File: config.mk
export PLATFORM = sky130hd
export DESIGN_NAME = d_cache_2way_wb
export DESIGN_NICKNAME = d
export VERILOG_FILES = /design/src/rtl/d_cache_2way_wb_pkg.sv /design/src/rtl/d_cache_way_array.sv /design/src/rtl/d_cache_2way_wb.sv
export SDC_FILE = /design/constraint.sdc
export NUM_CORES = 1
export LEC_CHECK = 0
export BUFFER_PORTS_ARGS = -buffer_cell sky130_fd_sc_hd__buf_2
export CAP_MARGIN = 30
export CORE_UTILIZATION = 30
export DETAILED_ROUTE_END_ITERATION = 12
export PLACE_DENSITY = 0.44
export SETUP_SLACK_MARGIN = 0.4
export SLEW_MARGIN = 20
export SYNTH_ARGS = -nofsm -noshare
export SYNTH_HDL_FRONTEND = slang
export SYNTH_HIERARCHICAL = 1
export SYNTH_SLANG_ARGS = --single-unit
File: constraint.sdc
create_clock -name clk -period 13.1 [get_ports clk]
set_input_delay 1.31 -clock clk [delete_from_list [all_inputs] [get_ports clk]]
set_output_delay 1.31 -clock clk [all_outputs]
set_load 0.05 [all_outputs]
File: src/rtl/d_cache_2way_wb_pkg.sv
// Shared types and defaults for the 2-way write-back D-cache.
package d_cache_2way_wb_pkg;

  typedef enum logic [1:0] {
    ST_IDLE,
    ST_WB,
    ST_FILL
  } state_e;

  localparam int DEF_WORD_W         = 16;
  localparam int DEF_WORDS_PER_LINE = 4;
  localparam int DEF_SETS           = 2;

  function automatic logic [15:0] sat_inc16(input logic [15:0] v);
    return (v == 16'hFFFF) ? v : v + 16'd1;
  endfunction

endpackage

File: src/rtl/d_cache_way_array.sv
// One cache way: per-set tag/valid/dirty plus line storage, word-select read, word-merge write.
module d_cache_way_array #(
  parameter int WORD_W         = 16,
  parameter int WORDS_PER_LINE = 4,
  parameter int SETS           = 2
) (
  input  logic                                                          clk_i,
  input  logic                                                          reset_i,
  input  logic [$clog2(SETS)-1:0]                                       idx_i,
  input  logic [$clog2(WORDS_PER_LINE)-1:0]                             off_i,
  input  logic                                                          wr_en_i,
  input  logic [WORD_W-1:0]                                             wr_word_i,
  input  logic                                                          fill_en_i,
  input  logic [WORD_W-$clog2(SETS)-$clog2(WORDS_PER_LINE)-1:0]         fill_tag_i,
  input  logic [WORD_W*WORDS_PER_LINE-1:0]                              fill_line_i,
  output logic [WORD_W-$clog2(SETS)-$clog2(WORDS_PER_LINE)-1:0]         tag_o,
  output logic                                                          valid_o,
  output logic                                                          dirty_o,
  output logic [WORD_W-1:0]                                             word_o,
  output logic [WORD_W*WORDS_PER_LINE-1:0]                              line_o
);

  localparam int OFF_W  = $clog2(WORDS_PER_LINE);
  localparam int IDX_W  = $clog2(SETS);
  localparam int TAG_W  = WORD_W - IDX_W - OFF_W;
  localparam int LINE_W = WORD_W * WORDS_PER_LINE;

  logic [LINE_W-1:0] data_q [SETS];
  logic [TAG_W-1:0]  tag_q  [SETS];
  logic [SETS-1:0]   valid_q;
  logic [SETS-1:0]   dirty_q;
  logic [OFF_W-1:0]  revOff;

  // Word 0 sits in the MSBs, so the slice position is the bit-inverted offset.
  assign revOff  = ~off_i;
  assign line_o  = data_q[idx_i];
  assign word_o  = line_o[revOff*WORD_W +: WORD_W];
  assign tag_o   = tag_q[idx_i];
  assign valid_o = valid_q[idx_i];
  assign dirty_o = dirty_q[idx_i];

  always_ff @(posedge clk_i) begin
    if (reset_i) begin
      valid_q <= '0;
      dirty_q <= '0;
    end else if (fill_en_i) begin
      valid_q[idx_i] <= 1'b1;
      dirty_q[idx_i] <= 1'b0;
    end else if (wr_en_i) begin
      dirty_q[idx_i] <= 1'b1;
    end
  end

  always_ff @(posedge clk_i) begin
    if (fill_en_i) begin
      data_q[idx_i] <= fill_line_i;
      tag_q[idx_i]  <= fill_tag_i;
    end else if (wr_en_i) begin
      data_q[idx_i][revOff*WORD_W +: WORD_W] <= wr_word_i;
    end
  end

endmodule

File: src/rtl/d_cache_2way_wb.sv
// 2-way set-associative write-back/write-allocate D-cache with LRU and dirty-victim writeback.
// Define DCACHE_STATS_EN to add saturating hit/miss/writeback counters.
module d_cache_2way_wb
  import d_cache_2way_wb_pkg::*;
#(
  parameter int WORD_W         = DEF_WORD_W,
  parameter int WORDS_PER_LINE = DEF_WORDS_PER_LINE,
  parameter int SETS           = DEF_SETS
) (
  input  logic                               clk,
  input  logic                               reset,
  input  logic                               cpu_read,
  input  logic                               cpu_write,
  input  logic [WORD_W-1:0]                  cpu_addr,
  input  logic [WORD_W-1:0]                  cpu_wdata,
  output logic [WORD_W-1:0]                  cpu_rdata,
  output logic                               cpu_ready,
  output logic                               mem_read,
  output logic                               mem_write,
  output logic [WORD_W-1:0]                  mem_addr,
  output logic [WORD_W*WORDS_PER_LINE-1:0]   mem_wdata,
  input  logic [WORD_W*WORDS_PER_LINE-1:0]   mem_rdata,
  input  logic                               mem_ready
`ifdef DCACHE_STATS_EN
  ,
  output logic [15:0]                        stat_hits,
  output logic [15:0]                        stat_misses,
  output logic [15:0]                        stat_writebacks
`endif
);

  localparam int OFF_W  = $clog2(WORDS_PER_LINE);
  localparam int IDX_W  = $clog2(SETS);
  localparam int TAG_W  = WORD_W - IDX_W - OFF_W;
  localparam int LINE_W = WORD_W * WORDS_PER_LINE;

  logic [TAG_W-1:0]  addrTag;
  logic [IDX_W-1:0]  idx;
  logic [OFF_W-1:0]  off;
  logic [TAG_W-1:0]  wayTag  [2];
  logic [WORD_W-1:0] wayWord [2];
  logic [LINE_W-1:0] wayLine [2];
  logic [1:0]        wayValid, wayDirty, wayHit, wordWr, fillEn;
  logic              req, hit, hitWay, victimSel, idle;

  state_e            state_q;
  logic              victim_q;
  logic [SETS-1:0]   lru_q;

  assign addrTag = cpu_addr[WORD_W-1 -: TAG_W];
  assign idx     = cpu_addr[OFF_W +: IDX_W];
  assign off     = cpu_addr[OFF_W-1:0];

  for (genvar w = 0; w < 2; w++) begin : g_way
    assign wayHit[w] = wayValid[w] && (wayTag[w] == addrTag);
    assign wordWr[w] = idle && cpu_write && wayHit[w];
    assign fillEn[w] = (state_q == ST_FILL) && mem_ready && (victim_q == 1'(w));

    d_cache_way_array #(
      .WORD_W(WORD_W), .WORDS_PER_LINE(WORDS_PER_LINE), .SETS(SETS)
    ) u_way (
      .clk_i      (clk),
      .reset_i    (reset),
      .idx_i      (idx),
      .off_i      (off),
      .wr_en_i    (wordWr[w]),
      .wr_word_i  (cpu_wdata),
      .fill_en_i  (fillEn[w]),
      .fill_tag_i (addrTag),
      .fill_line_i(mem_rdata),
      .tag_o      (wayTag[w]),
      .valid_o    (wayValid[w]),
      .dirty_o    (wayDirty[w]),
      .word_o     (wayWord[w]),
      .line_o     (wayLine[w])
    );
  end

  assign req    = cpu_read | cpu_write;
  assign hit    = |wayHit;
  assign hitWay = ~wayHit[0];
  assign idle   = (state_q == ST_IDLE);

  // Invalid ways are filled before anything valid is evicted; otherwise the LRU bit names the victim.
  assign victimSel = !wayValid[0] ? 1'b0 : (!wayValid[1] ? 1'b1 : lru_q[idx]);

  assign cpu_ready = idle && (!req || hit);
  assign cpu_rdata = (idle && hit && cpu_read && !cpu_write) ? wayWord[hitWay] : '0;
  assign mem_write = (state_q == ST_WB);
  assign mem_read  = (state_q == ST_FILL);
  assign mem_wdata = mem_write ? wayLine[victim_q] : '0;

  always_comb begin
    mem_addr = '0;
    if (mem_write)     mem_addr = {wayTag[victim_q], idx, {OFF_W{1'b0}}};
    else if (mem_read) mem_addr = {addrTag, idx, {OFF_W{1'b0}}};
  end

  always_ff @(posedge clk) begin
    if (reset) begin
      state_q  <= ST_IDLE;
      victim_q <= 1'b0;
      lru_q    <= '0;
    end else begin
      case (state_q)
        ST_IDLE: begin
          if (req && hit) begin
            lru_q[idx] <= ~hitWay;
          end else if (req) begin
            victim_q <= victimSel;
            state_q  <= (wayValid[victimSel] && wayDirty[victimSel]) ? ST_WB : ST_FILL;
          end
        end
        ST_WB:   if (mem_ready) state_q <= ST_FILL;
        ST_FILL: begin
          if (mem_ready) begin
            lru_q[idx] <= ~victim_q;
            state_q    <= ST_IDLE;
          end
        end
        default: state_q <= ST_IDLE;
      endcase
    end
  end

`ifdef DCACHE_STATS_EN
  logic [15:0] hits_q, misses_q, wbs_q;

  always_ff @(posedge clk) begin
    if (reset) begin
      hits_q   <= '0;
      misses_q <= '0;
      wbs_q    <= '0;
    end else begin
      if (idle && req && hit)         hits_q   <= sat_inc16(hits_q);
      if (idle && req && !hit)        misses_q <= sat_inc16(misses_q);
      if (mem_write && mem_ready)     wbs_q    <= sat_inc16(wbs_q);
    end
  end

  assign stat_hits       = hits_q;
  assign stat_misses     = misses_q;
  assign stat_writebacks = wbs_q;
`endif

endmodule

== Word level (Yosys, flattened, before mapping) ==
Memory sizes are Yosys's and may differ from the RTL's.
Index checks and enable logic that the tools add are counted.

* $add $sub $neg: 1
* $lt $le $gt $ge: 5
* Equality and inequality tests: 9
* Shift operators: 4
* Mux-type cells: 184
* Bitwise operators: 142
* Reductions and logical operators: 26

{| class="wikitable"
|+ Operators by type and width
! operator !! count
|-
| $mux 64 || 6
|-
| $mux 1 || 153
|-
| $or 1x1->1 || 129
|-
| $shiftx 64x7->16 || 2
|-
| $mux 16 || 6
|-
| $shift 16x34->64 const A || 1
|-
| $shiftx 16x34->64 || 1
|-
| $mux 13 || 3
|-
| $neg 6->34 || 1
|-
| $eq 13x13->1 || 2
|-
| $mux 2 || 11
|-
| $logic_and 1x1->1 || 15
|-
| $or 2x2->2 || 4
|-
| $ne 2x1->1 const B || 3
|-
| $pmux 2 s3 || 1
|-
| $reduce_and 3->1 || 2
|-
| $reduce_bool 2->1 || 3
|-
| $and 2x2->2 || 2
|-
| $bwmux 2 || 2
|-
| $ge 2x2->1 const B || 2
|-
| $lt 1x2->1 const B || 2
|-
| $ne 2x2->1 const B || 2
|-
| $not 1->2 || 2
|-
| $not 2->2 || 2
|-
| 11 further kinds || 14
|}

* Register bits after elaboration: 13
* Memory bits (writable): 308
* Input bits: 101
* Word-level logic and storage cells: 382
* Memories kept: 4

{| class="wikitable"
|+ Memory list
! name !! words !! width !! rd ports !! clocked after Yosys merged registers in !! write ports !! line !! RTL
|-
| g_way[0].u_way.data_q || 2 || 64 || 1 || 0 || 1 || d_cache_way_array.sv:28 || <nowiki>logic [LINE_W-1:0] data_q [SETS];</nowiki>
|-
| g_way[1].u_way.data_q || 2 || 64 || 1 || 0 || 1 || d_cache_way_array.sv:28 ||
|-
| g_way[0].u_way.tag_q || 2 || 13 || 1 || 0 || 1 || d_cache_way_array.sv:29 || <nowiki>logic [TAG_W-1:0] tag_q [SETS];</nowiki>
|-
| g_way[1].u_way.tag_q || 2 || 13 || 1 || 0 || 1 || d_cache_way_array.sv:29 ||
|}

== Depth between registers and ports, before layout ==
* Word-level depth: 11
* Gate-level depth with buffers: 16
* Mapped depth without buffers: 8

== Cells and area by module ==
Netlist, hierarchy kept.

{| class="wikitable"
|+ By module, submodules not included
! module !! times used !! cells an instance !! area each (µm²) !! sequential area each (µm²)
|-
| d_cache_way_array at g_way[1].u_way || 1 || 489 || 7035.5 || 4704.5
|-
| d_cache_way_array at g_way[0].u_way || 1 || 489 || 7034.2 || 4704.5
|-
| d_cache_2way_wb || 1 || 306 || 2147.1 || 100.1
|}

== Worst setup path after synthesis ==
No wires, ideal clock.

* Path kind: input -> output
* Start point: input port cpu_addr[2]
* End point: output port cpu_rdata[0]
* Arrival time: 4.090 ns
* Data required time: 11.790 ns
* Setup slack: 7.700 ns
* Cell stages on the path: 12
* Cells stage by stage: buf_2 buf_4 buf_2 buf_2 mux2_2 xnor2_1 nand4_1 nor4_2 nor2_1 nand4bb_1 buf_2 nor2_1

{| class="wikitable"
|+ RTL lines
! item !! line !! RTL
|-
| from (decl) || d_cache_2way_wb.sv:14 || <nowiki>input logic [WORD_W-1:0] cpu_addr,</nowiki>
|-
| to (decl) || d_cache_2way_wb.sv:16 || <nowiki>output logic [WORD_W-1:0] cpu_rdata,</nowiki>
|}

==> flow_summary.toml <==
[routing]
drc = 0
drtIter0Drc = 818
drtAntennaViolNets = 0
routed_via_density = 5.168
firstDrtPassIters = 4
wl_per_cell_um = 26.12
drt-total-wl_mm = 57.12
vias = 11302

[cts]
post_cts_buffers = 0
clkTransAtPathRegs_ns = 0.06
cts_sinks = 321
clockBufferDepth = 3
htreeDepth = 2
cts_tree = "yes"
insertion_delay_ns = 0.57
clock-root-buffer = "clkbuf_16"
cts_resized = 0
postCtsHoldBufs = 0
numCtsBuffers = 39

[timing]
min_period_ns = 5.808
finalCritPeriodShare = 0.4434
hold_viol = 0
fin_skew_ns = 0.03222
tightest_slew_ns = 0.9684
slew_viol_final = 0
fmaxAchievable_mhz = 172.2
rsz0062_at_grt = "false"
slew_headroom = 0.3544
setup_viol = 0
tns_ns = 0

[yosys]
netlist_top_cells_area = "edfxtp_1 57%, mux2_2 11%, mux2i_1 6.1%"
synth_top_area_share = 0.5703
yosysSeqAreaShare = 0.5864
synth-async-reset-ratio = 0
synth.distinct_cells = 44
synth_edf_count = 308
synth_warnings = 6
synthesis.area_mm2 = 0.01622
ys_ff_latch = 321
synth-main-ff-cell = "edfxtp_1"
avgSynthCellArea_um2 = 12.63
synthTopCellsByCount = "308 x edfxtp_1, 158 x mux2_2, 152 x nand2_1"
synthCells = 1284
synth_area_leader_cell = "edfxtp_1"
synth.most_common_cell = "edfxtp_1"

[placed_design]
placed_cell_area_mm2 = 0.01791
hpwl_mm = 39.51
port-buffer-count = 197
dp_cells = 2114
gp_congestion = 0.8850

[finish]
areaGrowthSynthToFinish_pct = 18.11
instances_no_fill = 2187
nets = 1580
drive_above_1_share = 0.3124
n_fill_cell = 5252
final_area_mm2 = 0.01915

[worst_hold_path]
hp-class = "flip-flop to flip-flop"

[floorplanning]
die-area_mm2 = 0.05499
ioPinCount = 200
core_area_mm2 = 0.05297
die_h_um = 234.5
start_util = 0.3061
die_w_um = 234.5
std_cell_rows = 84

[setup_path]
crit_chain = "buf_6 > buf_4 > mux2_2 > o22ai_1 > nor2_1 > mux2i_1 > nor2_2 > buf_2"
startpoint_type = "input port"
crit_family = "buffers and inverters"
cpPeakStageDelay_ns = 0.66
crit_path_end_kind = "output port"
critPathMaxFanout = 68
cp.arrival_ns = 4.50
worstSetupPathType = "input port to output port"
required_ns = 11.79
crit_buf_inv = 3
critPathSlowestCell = "buf_4"

[power_and_ir_drop]
power.leakage_nw = 6.834
powerDensity_mw_per_mm2 = 126.2
irDropWorstVdd_mv = 0.07403

[flow_run]
cap_viol_max_count = 0

[global_route]
track_usage = 0.2065
overflow = 0
grt_pass1_wl_mm = 79.68
antenna_found_initial = 3
grt_max_degree = 79
grt_pass1_vias = 11105

[status]
status = "finished clean"
-- state kept, by name, summed over array words and instances, names as in the netlist, named ones only --
name,flops
g_way.u_way/data_q,256
g_way.u_way/tag_q,52
g_way.u_way/valid_q,4
lru_q,2
state_q,2
victim_q,1
-- stage by stage --
stage | setup slack, ns | util | total power (W) | hold slack, ns
CTS | 7.307 | 0.3608 | 0.002442 | 0.4797
floorplan | 7.700 | - | 0.001304 | 0.4346
global placement | 7.281 | 0.3376 | 0.001404 | 0.4475
global route | 7.131 | 0.3615 | 0.002492 | 0.5037
finish | 7.292 | 0.3616 | 0.002417 | 0.4696
detailed placement | 7.307 | 0.3381 | 0.001406 | 0.4663
-- layout make-up --
class                      instances  area [um2]  share of cell area
clock buffer                      54        1064             0.05553
inverter                           8       30.03            0.001568
clock inverter                    16       141.4            0.007382
sequential                       321        9513              0.4967
timing repair buffer             233        1290             0.06735
multi-input combinational        866        6252              0.3264
antenna                            1       2.502           0.0001307
tap                              688       860.8             0.04494
-- worst paths after layout --
| check | slack (ns) | to | startpoint | depth (start not counted) |
|---|---|---|---|---|
| hold / removal | 0.47 | g_way[0].u_way/valid_q[0] | g_way[0].u_way/valid_q[0] | 2 |
| setup / recovery | 7.29 | cpu_rdata[5] | cpu_addr[2] | 8 |
| hold reg to reg | 0.47 | g_way[0].u_way/valid_q[0] | g_way[0].u_way/valid_q[0] | 2 |
| setup reg to reg | 9.33 | g_way[0].u_way/data_q[1][13] | g_way[0].u_way/tag_q[1][9] | 9 |
-- worst reg2reg max path, stage by stage, from the launching register on --
cell	delay, ns
edfxtp_1	0.35
mux2_2	0.29
xnor2_1	0.17
nand4_1	0.20
nor4_4	0.29
buf_4	0.39
and3_1	0.59
nand3b_4	0.33
nor3_4	0.73
a22o_1	0.30
-- logic make-up (layout without fill, tap and decap cells) --
kind of cell	Yosys count	after routing	share of synthesized area
buffers and inverters	98	311	0.02932
AO/OA/AOI/OAI	225	225	0.09027
XOR/XNOR	26	26	0.01404
flip-flops	321	321	0.5864
multiplexers	257	257	0.1708
other	1	3	0.0002312
adder cells (fa/ha/maj)	10	10	0.007715
AND/OR/NAND/NOR	346	346	0.1012
-- metal layers --
layer  global-route usage  share of wire  vias to the layer above
met4               0.1075          0.054                        2
met5                    0        0.00023                        -
met3              0.03367          0.054                       93
li1                     -              -                     5169
met2               0.3117           0.44                      376
met1               0.2841           0.45                     5662
-- cell usage in the layout (no fill, tap or decap), drive strengths merged, types with 8 or more instances in the layout --
master    n
a21oi    13
a22o     64
buf     233
clkbuf   54
clkinv   12
dfxtp    13
edfxtp  308
ha       10
inv       9
mux2    158
mux2i    99
nand2   152
nand2b    8
nand3b    9
nor2    143
o21ai    78
o22ai    64
xnor2    26
-- power by group --
part | total (W) | internal, W | switching, W | leakage [nW]
Clock | 0.00103 | 0.000607 | 0.000425 | 0.580
Combinational | 0.000238 | 0.0000811 | 0.000157 | 3.36
Sequential | 0.00115 | 0.00114 | 0.00000559 | 2.89
Note: power is estimated with default switching activity, not from simulation.
